<file path="src/rtl/seq_pkg.sv">
// ---------------------------------------------------------------------------
// seq_pkg
// Shared definitions for the A,B,E,7,F,2,0,D link pattern. The generator and
// the checker both pull the symbol table from here so the two ends of the
// link can never disagree about the pattern.
//
// Contents:
//   SEQ_LEN    - number of symbols in one period of the pattern
//   IDX_W      - width of a slot pointer into the pattern
//   sym_t      - one 4-bit link symbol
//   idx_t      - slot pointer, wraps naturally at SEQ_LEN
//   SEQ        - the pattern itself, slot 0 first
//   SYNC_SYM   - the symbol that starts every period (used for acquisition)
//   state_e    - checker alignment state
//   seqSymbol  - symbol expected in a given slot
//   nextIdx    - slot pointer advance with wrap
// ---------------------------------------------------------------------------
package seq_pkg;

    localparam int SEQ_LEN = 8;
    localparam int IDX_W   = 3;

    typedef logic [3:0]       sym_t;
    typedef logic [IDX_W-1:0] idx_t;

    localparam sym_t SEQ [SEQ_LEN] = '{4'hA, 4'hB, 4'hE, 4'h7,
                                        4'hF, 4'h2, 4'h0, 4'hD};

    localparam sym_t SYNC_SYM = 4'hA;

    typedef enum logic [1:0] {
        HUNT   = 2'd0,
        VERIFY = 2'd1,
        LOCKED = 2'd2
    } state_e;

    // Look up the symbol that belongs in a slot of the pattern.
    function automatic sym_t seqSymbol(input idx_t idx);
        return SEQ[idx];
    endfunction

    // Advance a slot pointer. SEQ_LEN is a power of two, so the natural
    // 3-bit overflow gives the 7 -> 0 wrap for free.
    function automatic idx_t nextIdx(input idx_t idx);
        return idx + idx_t'(1);
    endfunction

endpackage

</file>
<file path="src/rtl/seq_err_counter.sv">
// ---------------------------------------------------------------------------
// seq_err_counter
// Saturating up-counter with a synchronous clear. Used by the checker to
// accumulate locked-state symbol errors without ever wrapping back to a
// small (misleadingly healthy) value.
//
// Ports:
//   clk      in   clock, rising edge
//   reset_n  in   synchronous active-low reset, clears the count
//   clr_i    in   synchronous clear, wins over a simultaneous increment
//   inc_i    in   count one event this cycle
//   count_o  out  current count, holds at all-ones once saturated
// ---------------------------------------------------------------------------
module seq_err_counter
    import seq_pkg::*;
#(
    parameter int CNT_W = 8
) (
    input  logic             clk,
    input  logic             reset_n,
    input  logic             clr_i,
    input  logic             inc_i,
    output logic [CNT_W-1:0] count_o
);

    logic [CNT_W-1:0] count_q;
    logic [CNT_W-1:0] count_d;

    // Next count: a clear always wins so software can zero the counter even
    // while errors are streaming in; otherwise increment unless the counter
    // is already pinned at all-ones.
    always_comb begin
        count_d = count_q;
        if (clr_i) begin
            count_d = '0;
        end else if (inc_i && (count_q != '1)) begin
            count_d = count_q + CNT_W'(1);
        end
    end

    // Count register with synchronous reset.
    always_ff @(posedge clk) begin
        if (!reset_n) begin
            count_q <= '0;
        end else begin
            count_q <= count_d;
        end
    end

    assign count_o = count_q;

endmodule

</file>
<file path="config.mk">
export PLATFORM = sky130hd
export DESIGN_NAME = seq_err_counter
export DESIGN_NICKNAME = d
export VERILOG_FILES = /design/src/rtl/seq_pkg.sv /design/src/rtl/seq_err_counter.sv
export SDC_FILE = /design/constraint.sdc
export NUM_CORES = 1
export LEC_CHECK = 0
export BUFFER_PORTS_ARGS = -buffer_cell sky130_fd_sc_hd__buf_2
export CORE_AREA = 2 2 39 41
export CTS_CLUSTER_DIAMETER = 100
export CTS_CLUSTER_SIZE = 25
export DETAILED_ROUTE_END_ITERATION = 7
export DIE_AREA = 0 0 41 43
export HOLD_SLACK_MARGIN = 0.12
export RECOVER_POWER = 50
export SYNTH_ARGS = -nofsm -noshare
export SYNTH_HDL_FRONTEND = slang
export SYNTH_SLANG_ARGS = --single-unit
</file>
<file path="constraint.sdc">
create_clock -name clk -period 1.46 [get_ports clk]
set_input_delay 0.146 -clock clk [delete_from_list [all_inputs] [get_ports clk]]
set_output_delay 0.146 -clock clk [all_outputs]
set_load 0.01 [all_outputs]
</file>
==> metrics.cfg <==
[final_layout]
instances_no_fill=77
fillers=161
drive_gt1_share_pct=18.0
diodes=0
synthToLayoutAreaGrowth_pct=22.0
nets=68
final_cell_mix=dfxtp_1, clkbuf_1, a21oi_1, nand2_1
post-route-util_pct=37.2
largest_register_ffs=8
stdcell_area_um2=514

[power]
power.leakage_nw=0.194
ir_drop_mv=0.219
power_density_mw_per_mm2=819
p_total_mw=0.421

[synth]
synth_warnings=0
yosys.cell_types.count=19
syn_area_um2=422
seq_area_frac_synth_pct=38.0
ys_ff_latch=8
synth_fp_nets=51
synthTopCellsByArea=dfxtp_1, and4_1, mux2i_1, a21oi_1, nand2_1
avgSynthCellArea_um2=9.17
synth.top_cell.area_share_pct=38.0
yosysTopAreaCell=dfxtp_1
syn_inst=46

[timing]
fin_ws_ns=0.113
slew_violations=0
max_slew_margin_pct=66.7
finalCritPeriodShare_pct=92.2
clock_skew_ns=0.00696
finalHoldViolCount=0
tns_ns=0
worst_slew_pin_slew_ns=0.499
setup_viol=0
grt_setup_unrepaired=false
holdWs_ns=0.191
finalCriticalPeriod_ns=1.35
fmax_ghz=0.743

[placed_design]
io_buffers=11
place_ws_ns=0.160
placedCellCount=74
place_area_um2=504
hpwlAfterDp_um=657
gp_congestion=0.662

[setup_path]
worstPathMaxFanout=6
rr_endpoint=count_o[5]$_SDFFE_PP0P_
cp-endpoint=count_o[5]$_SDFFE_PP0P_
critical_path_class=reg -> reg
rrSetupSlack_ns=0.11
crit_required_ns=1.65
critPathLaunch=count_o[0]$_SDFFE_PP0P_
arrival_ns=1.53
rr_startpoint=count_o[0]$_SDFFE_PP0P_
r2r_cells=4
critPathLaunchType=flop
cp-end-kind=flop

[clock_network]
cts_max_path_buffers=2
cts-hold-fix-buffers=0
cts_resized=0
cts_sinks=8
clock_latency_ns=0.26
clk_pin_slew_ns=0.06
cts_root_buf=clkbuf_4
h-tree-depth=1
cts_setup_buffers=0
numCtsBuffers=3
cts_tree=built

[floorplan]
die_x_um=41
design.core.area_mm2=0.00138
ios=12
fp-row-count=14
start_util_pct=30.5
die_area_mm2=0.00176
die_y_um=43

[route]
postRouteAntennaNets=0
drcViolationCount=0
dr.pass1.iters=4
vias=411
wire_per_inst_um=11.2
drt-initial-drc-count=6
vias_per_cell=5.34
wirelength_um=865

[worst_hold_path]
holdPathStages=3
min_path_type=in -> reg

[status]
outcome=completed

[global_route]
antenna_found_initial=0
grt_start_max_net_pins=9
grt_pass1_vias=350
grt_overflow=0
grt_usage_pct=12.3
grt_pass1_wl_um=1420

[run]
drv_cap=0

## layer usage
layer / GRT usage [%] / vias to the layer above / share of wire, %
li1: - / 212 / -
met1: 14.8 / 182 / 45
met2: 17.2 / 12 / 46
met3: 1.57 / 5 / 4.2
met4: 12.0 / 0 / 4.4
met5: 0 / - / 0
## final cells by class
class | count | area, um^2 | share of cell area [%]
clock buffer | 3 | 22.5 | 4.38
multi-input combinational | 38 | 262 | 50.9
sequential | 8 | 160 | 31.1
tap | 16 | 20.0 | 3.89
timing repair buffer | 12 | 50.0 | 9.73
## synthesized netlist by cell type, drive strengths merged
| library cell | n |
|---|---|
| and3 | 1 |
| nand2 | 5 |
| a211oi | 1 |
| mux2i | 3 |
| o21ai | 2 |
| a31oi | 2 |
| a21oi | 5 |
| nand3 | 1 |
| nor2b | 4 |
| nand4 | 1 |
| and4 | 5 |
| dfxtp | 8 |
| nor3 | 2 |
| ha | 1 |
| a311oi | 1 |
| nand2b | 3 |
| a21boi | 1 |
## logic make-up (layout without fill, tap and decap cells)
family                     after synthesis  in the layout  share of synthesized area, %
and+or+nand+nor                         22             22                          32.9
DFF                                      8              8                          38.0
muxes                                    3              3                          7.12
AOI/OAI and AO/OA                       12             12                          19.0
adders and majority gates                1              1                          2.97
buffers and inverters                    0             15                             0
## critical path, stage by stage (launching register included)
cell,delay [ns]
dfxtp_1,0.35
ha_1,0.26
and4_4,0.23
a211oi_2,0.23
mux2i_1,0.20
## where the power goes
part	total (mW)	switching (mW)	internal, mW
registers	0.223	0.00259	0.220
logic	0.0215	0.0116	0.00993
clock network	0.177	0.0824	0.0946
total	0.421	0.0966	0.325
## worst min-delay path by stage
stage	start	to	slack (ns)
after detailed placement	reset_n	count_o[7]$_SDFFE_PP0P_	0.48
after global placement	reset_n	count_o[7]$_SDFFE_PP0P_	0.48
after global routing	reset_n	count_o[7]$_SDFFE_PP0P_	0.22
after floorplan	reset_n	count_o[7]$_SDFFE_PP0P_	0.33
final	reset_n	count_o[7]$_SDFFE_PP0P_	0.19
after CTS	reset_n	count_o[7]$_SDFFE_PP0P_	0.21
Note: power is estimated with default switching activity, not from simulation.
